===== src/rtl/booth_mult_param_if.sv =====
// Operand/result bundle for booth_mult_param: start request and operands in, busy/done and product out.
interface booth_mult_param_if #(
    parameter int WIDTH = 32
);
    logic             iGo;
    logic             iSigned;
    logic [WIDTH-1:0] iMer;
    logic [WIDTH-1:0] iMand;
    logic             oBusy;
    logic             oDone;
    logic [WIDTH-1:0] oAns_hi;
    logic [WIDTH-1:0] oAns_lo;

    modport master (
        output iGo, iSigned, iMer, iMand,
        input  oBusy, oDone, oAns_hi, oAns_lo
    );

    modport slave (
        input  iGo, iSigned, iMer, iMand,
        output oBusy, oDone, oAns_hi, oAns_lo
    );
endinterface


===== src/rtl/booth_mult_param.sv =====
// Iterative radix-4 Booth multiplier, signed or unsigned per operation, 2*WIDTH-bit product.
// Result WIDTH/2 (signed) or WIDTH/2+1 (unsigned) cycles after accept; iGo is ignored unless idle.
module booth_mult_param #(
    parameter int WIDTH = 32
) (
    input  logic              iClk,
    input  logic              iReset_b,
    booth_mult_param_if.slave bus
);
    localparam int CNT_W = $clog2(WIDTH/2 + 2);
    localparam int XW    = WIDTH + 2;
    localparam int PW    = 2*XW + 1;
    localparam logic [CNT_W-1:0] CNT_SIGNED   = CNT_W'(WIDTH/2 - 1);
    localparam logic [CNT_W-1:0] CNT_UNSIGNED = CNT_W'(WIDTH/2);

    typedef enum logic [1:0] {S_IDLE, S_ITER, S_DONE} state_t;

    state_t           r_state;
    logic [XW-1:0]    r_acc;
    logic [XW-1:0]    r_mer;
    logic             r_guard;
    logic [XW-1:0]    r_mand;
    logic             r_signed;
    logic [CNT_W-1:0] r_cnt;
    logic             r_busy;
    logic             r_done;
    logic [WIDTH-1:0] r_ans_hi;
    logic [WIDTH-1:0] r_ans_lo;

    logic [2:0]         w_sel;
    logic [XW-1:0]      w_addend;
    logic [XW-1:0]      w_sum;
    logic [PW-1:0]      w_next;
    logic [2*WIDTH-1:0] w_ans;
    logic [XW-1:0]      w_mer_x;
    logic [XW-1:0]      w_mand_x;

    assign w_mer_x  = {{2{bus.iSigned & bus.iMer[WIDTH-1]}},  bus.iMer};
    assign w_mand_x = {{2{bus.iSigned & bus.iMand[WIDTH-1]}}, bus.iMand};

    always_comb begin
        w_sel    = {r_mer[1:0], r_guard};
        w_addend = '0;
        case (w_sel)
            3'b001, 3'b010: w_addend = r_mand;
            3'b011:         w_addend = r_mand << 1;
            3'b100:         w_addend = -(r_mand << 1);
            3'b101, 3'b110: w_addend = -r_mand;
            default:        w_addend = '0;
        endcase
        w_sum  = r_acc + w_addend;
        w_next = $signed({w_sum, r_mer, r_guard}) >>> 2;
        // Signed runs stop two bits short of consuming the extended multiplier,
        // so the product sits one digit higher in the register than for unsigned.
        w_ans  = r_signed ? w_next[2*WIDTH+2:3] : w_next[2*WIDTH:1];
    end

    always_ff @(posedge iClk or negedge iReset_b) begin
        if (!iReset_b) begin
            r_state  <= S_IDLE;
            r_acc    <= '0;
            r_mer    <= '0;
            r_guard  <= 1'b0;
            r_mand   <= '0;
            r_signed <= 1'b0;
            r_cnt    <= '0;
            r_busy   <= 1'b0;
            r_done   <= 1'b0;
            r_ans_hi <= '0;
            r_ans_lo <= '0;
        end else begin
            case (r_state)
                S_IDLE: begin
                    if (bus.iGo) begin
                        r_acc    <= '0;
                        r_mer    <= w_mer_x;
                        r_guard  <= 1'b0;
                        r_mand   <= w_mand_x;
                        r_signed <= bus.iSigned;
                        r_cnt    <= bus.iSigned ? CNT_SIGNED : CNT_UNSIGNED;
                        r_busy   <= 1'b1;
                        r_state  <= S_ITER;
                    end
                end
                S_ITER: begin
                    {r_acc, r_mer, r_guard} <= w_next;
                    if (r_cnt == '0) begin
                        r_busy   <= 1'b0;
                        r_done   <= 1'b1;
                        r_ans_hi <= w_ans[2*WIDTH-1:WIDTH];
                        r_ans_lo <= w_ans[WIDTH-1:0];
                        r_state  <= S_DONE;
                    end else begin
                        r_cnt <= r_cnt - CNT_W'(1);
                    end
                end
                S_DONE: begin
                    r_done  <= 1'b0;
                    r_state <= S_IDLE;
                end
                default: begin
                    r_busy  <= 1'b0;
                    r_done  <= 1'b0;
                    r_state <= S_IDLE;
                end
            endcase
        end
    end

    assign bus.oBusy   = r_busy;
    assign bus.oDone   = r_done;
    assign bus.oAns_hi = r_ans_hi;
    assign bus.oAns_lo = r_ans_lo;
endmodule


===== src/flat_wrapper.sv =====
// flat-port wrapper written by rule: the top's interface ports become plain ports
module booth_mult_param_flat 
#(
    parameter int WIDTH = 32
)
  (iClk, iReset_b, bus_iGo, bus_iSigned, bus_iMer, bus_iMand, bus_oBusy, bus_oDone, bus_oAns_hi, bus_oAns_lo);
  booth_mult_param_if #(.WIDTH(WIDTH)) bus_i ();
  input  logic iClk;
  input  logic iReset_b;
  input wire logic [$bits(bus_i.iGo)-1:0] bus_iGo;
  input wire logic [$bits(bus_i.iSigned)-1:0] bus_iSigned;
  input wire logic [$bits(bus_i.iMer)-1:0] bus_iMer;
  input wire logic [$bits(bus_i.iMand)-1:0] bus_iMand;
  output wire logic [$bits(bus_i.oBusy)-1:0] bus_oBusy;
  output wire logic [$bits(bus_i.oDone)-1:0] bus_oDone;
  output wire logic [$bits(bus_i.oAns_hi)-1:0] bus_oAns_hi;
  output wire logic [$bits(bus_i.oAns_lo)-1:0] bus_oAns_lo;
  assign bus_i.iGo = bus_iGo;
  assign bus_i.iSigned = bus_iSigned;
  assign bus_i.iMer = bus_iMer;
  assign bus_i.iMand = bus_iMand;
  assign bus_oBusy = bus_i.oBusy;
  assign bus_oDone = bus_i.oDone;
  assign bus_oAns_hi = bus_i.oAns_hi;
  assign bus_oAns_lo = bus_i.oAns_lo;
  booth_mult_param #(.WIDTH(WIDTH)) u_core (.iClk(iClk), .iReset_b(iReset_b), .bus(bus_i));
endmodule

===== config.mk =====
export PLATFORM = sky130hd
export DESIGN_NAME = booth_mult_param_flat
export DESIGN_NICKNAME = d
export VERILOG_FILES = /design/src/rtl/booth_mult_param_if.sv /design/src/rtl/booth_mult_param.sv /design/src/flat_wrapper.sv
export SDC_FILE = /design/constraint.sdc
export NUM_CORES = 1
export LEC_CHECK = 0
export ABC_AREA = 1
export BUFFER_PORTS_ARGS = -buffer_cell sky130_fd_sc_hd__buf_2
export CAP_MARGIN = 10
export CORE_MARGIN = 3
export CORE_UTILIZATION = 62
export DETAILED_ROUTE_END_ITERATION = 8
export PLACE_DENSITY = 0.91
export RECOVER_POWER = 50
export SLEW_MARGIN = 10
export SYNTH_ARGS = -nofsm -noshare
export SYNTH_HDL_FRONTEND = slang
export SYNTH_SLANG_ARGS = --single-unit

===== constraint.sdc =====
create_clock -name iClk -period 5.4 [get_ports iClk]
set_input_delay 0 -clock iClk [delete_from_list [all_inputs] [get_ports iClk]]
set_output_delay 0 -clock iClk [all_outputs]
set_load 0.02 [all_outputs]

==> impl_metrics.toml <==
[route]
viasPerCell = 6.10
drt_iter0_drc = 1401
num_vias = 11900
wirelength_um = 35100
wire_per_inst_um = 17.9
ant_nets = 0
first_pass_iters = 9
drcViolationCount = 1

[cts]
clockBufferDepth = 2
cts_tree = "built"
htree_levels = 4
numClockSinks = 174
clk_latency_ps = 450
cts_made_buffers = 17
ctsResizeCount = 0
clk_pin_slew_ps = 80
cts_root_buffer = "clkbuf_16"

[synthesis]
syn_area_um2 = 11200
synth_area_leaders = "dfrtp_1 39%, nand2_1 15%, o21ai_0 7.3%"
synth_edf_count = 0
synth.largest_area_cell = "dfrtp_1"
netlist_instances = 1550
yosys_warnings = 0
synthesis.nets = 1655
synthTopCellsByCount = "459 x nand2_1, 174 x dfrtp_1, 162 x o21ai_0"
synthFlopType = "dfrtp_1"
synth.most_common_cell = "nand2_1"
synth_seq_area_share_pct = 39.0
yosysUniqueCellTypes = 53
yosys_register_bits = 174
syn_avg_cell_area_um2 = 7.20
netlist.area_leader.share_pct = 39.0
async_flop_share_pct = 100

[floorplan]
fp-row-count = 48
initial_core_util_pct = 63.9
dieArea_um2 = 19700
core_area_um2 = 17500
die_h_um = 140
die_x_um = 140
num_io_pins = 134

[place]
hpwl_um = 23600
port_buffers = 133
gp_congestion = 1.03

[sta]
setup_violations = 0
drv_slew = 179
rsz0062_at_grt = "false"
timing.slew.headroom_pct = -28.2
timing.final.crit_share_pct = 75.6
min_period_ps = 4080
worst_slew_pin_slew_ps = 1920
final_hold_viol_count = 0
fmax_mhz = 245
skew_ps = 12.7
final.setup.tns_ps = 0

[final_layout]
antenna_cells = 0
final_nets = 1826
drive_gt1_share_pct = 8.82
syn_to_final_growth_pct = 18.0

[global_routing]
gr-total-overflow = 0
antenna_found_initial = 0
track_usage_pct = 35.6
grt_pass1_vias = 11500
grt_max_degree = 74
grt_first_pass_wirelength_um = 57000

[critical_path]
max_stage_delay_ps = 590
path_max_fanout = 18
cpMostUsedCell = "nand2_1"
path_class = "reg2reg"
crit_family = "simple AND/OR/NAND/NOR gates"
critPathSlowestCell = "clkinv_1"
start_kind = "register"
cp_num_buf_inv = 3
critPathCaptureType = "register"
required_ps = 5720
crit_chain = "inv_1, nand2_1, nand3_2, clkinv_1, a221oi_1, o21ai_0, ha_1, nand2_1, inv_1, nand2_1, nor3_1, nand2_1, nand2_1, nand3b_1, nand3_1, nand2_1, nor2_1, o21ai_0"
arrival_ps = 4400

[worst_hold_path]
hp-class = "in2reg"

[run_status]
status = "finished, violations left"
violations = "design-rule violations, max-capacitance violations, max-slew violations"

[job]
maxCapViolCount = 3
repair_timing:
item                                   in CTS  in global routing
buffers inserted                            0                  0
hold buffers                               67                  0
endpoints found under the hold margin      98                  0
placed cells by master, fill, tap and decap left out, types with 12 or more instances in the layout:
cell type      synthesis  routed
nand2_1              459     459
dfrtp_1              174     173
o21ai_0              162     162
inv_1                144     144
nor2_1               138     138
nand3_1               69      69
dlygate4sd3_1          0      67
clkbuf_1              41      67
buf_2                 13      66
a21oi_1               56      56
ha_1                  36      36
xor2_1                30      30
a22oi_1               29      29
o22ai_1               26      26
clkbuf_16              0      17
nor3_1                13      13
o211ai_1              12      12
xnor2_1               12      12
buf_4                  0      12
layout make-up:
type / count / area (um^2)
Sequential cell: 174 / 4360
Tap cell: 225 / 282
Clock inverter: 15 / 191
Inverter: 153 / 576
Clock buffer: 17 / 425
Timing Repair Buffer: 214 / 1350
Fill cell: 1308 / 4300
Multi-Input combinational cell: 1161 / 5990
per-stage QoR:
step	cell area, um^2	instances	utilization (%)	setup WS, ps	hold slack [ps]
floorplan	11200	1550	-	2340	-296
global placement	12000	1860	68.5	1650	-94.1
detailed placement	12000	1860	68.5	1600	-91.8
CTS	13300	1959	75.9	1460	0.0880
global route	13200	1959	75.4	952	42.5
finish	13200	1959	75.4	1320	7.05
worst reg2reg max path, stage by stage, from the launching register on:
cell and delay, ps:
dfrtp_1 390, inv_1 80, nand2_1 90, nand3_2 330, clkinv_1 600, a221oi_1 460
o21ai_0 200, ha_1 410, nand2_1 90, inv_1 80, nand2_1 100, nor3_1 250
nand2_1 90, nand2_1 150, nand3b_1 160, nand3_1 180, nand2_1 90, nor2_1 110
o21ai_0 110
flip-flops by register name, indices dropped and copies added (netlist names):
signal,count
u_core.r_state,2
u_core.r_guard,1
u_core.r_signed,1
u_core.bus.oDone,1
u_core.bus.oAns_lo,32
u_core.bus.oBusy,1
u_core.r_mer,34
u_core.r_cnt,5
u_core.r_acc,32
u_core.r_mand,33
u_core.bus.oAns_hi,32
metal layers:
metal / global-route usage [%] / vias to the layer above / wire length [um] / part of all wire [%]
li1: - / 5474 / - / -
met4: 15.1 / 0 / 1590 / 4.5
met3: 7.55 / 141 / 3180 / 9.0
met5: 0 / - / 0 / 0
met1: 44.5 / 5601 / 13400 / 38
met2: 59.8 / 729 / 16900 / 48
logic make-up (layout without fill, tap and decap cells):
kind of cell	count (synthesis)	in the layout	share of synthesized area (%)
adder cells (fa/ha/maj)	37	37	4.21
AO/OA/AOI/OAI	352	352	18.6
XOR/XNOR	42	42	3.29
AND/OR/NAND/NOR	730	730	27.5
buffers and inverters	215	399	7.39
flip-flops	174	174	39.0
worst paths after layout:
kind / from / end / slack [ps] / depth (start not counted)
max: u_core.r_mer[0]$_DFFE_PN0P_ / u_core.bus.oAns_hi[29]$_DFFE_PN0P_ / 1320 / 18
min: bus_iMer[16] / u_core.r_mer[16]$_DFFE_PN0P_ / 7 / 3
max reg2reg: u_core.r_mer[0]$_DFFE_PN0P_ / u_core.bus.oAns_hi[29]$_DFFE_PN0P_ / 1320 / 18
min reg2reg: u_core.bus.oAns_hi[10]$_DFFE_PN0P_ / u_core.bus.oAns_hi[10]$_DFFE_PN0P_ / 480 / 2
max in group asynchronous: iReset_b / u_core.r_signed$_DFFE_PN0P_ / 2060 / 3
min in group asynchronous: iReset_b / u_core.r_mand[2]$_DFFE_PN0P_ / 620 / 2
Power is left out: the tool's default activity adds up to more than one toggle a clock period on the data nets, which glitch-free logic cannot reach.
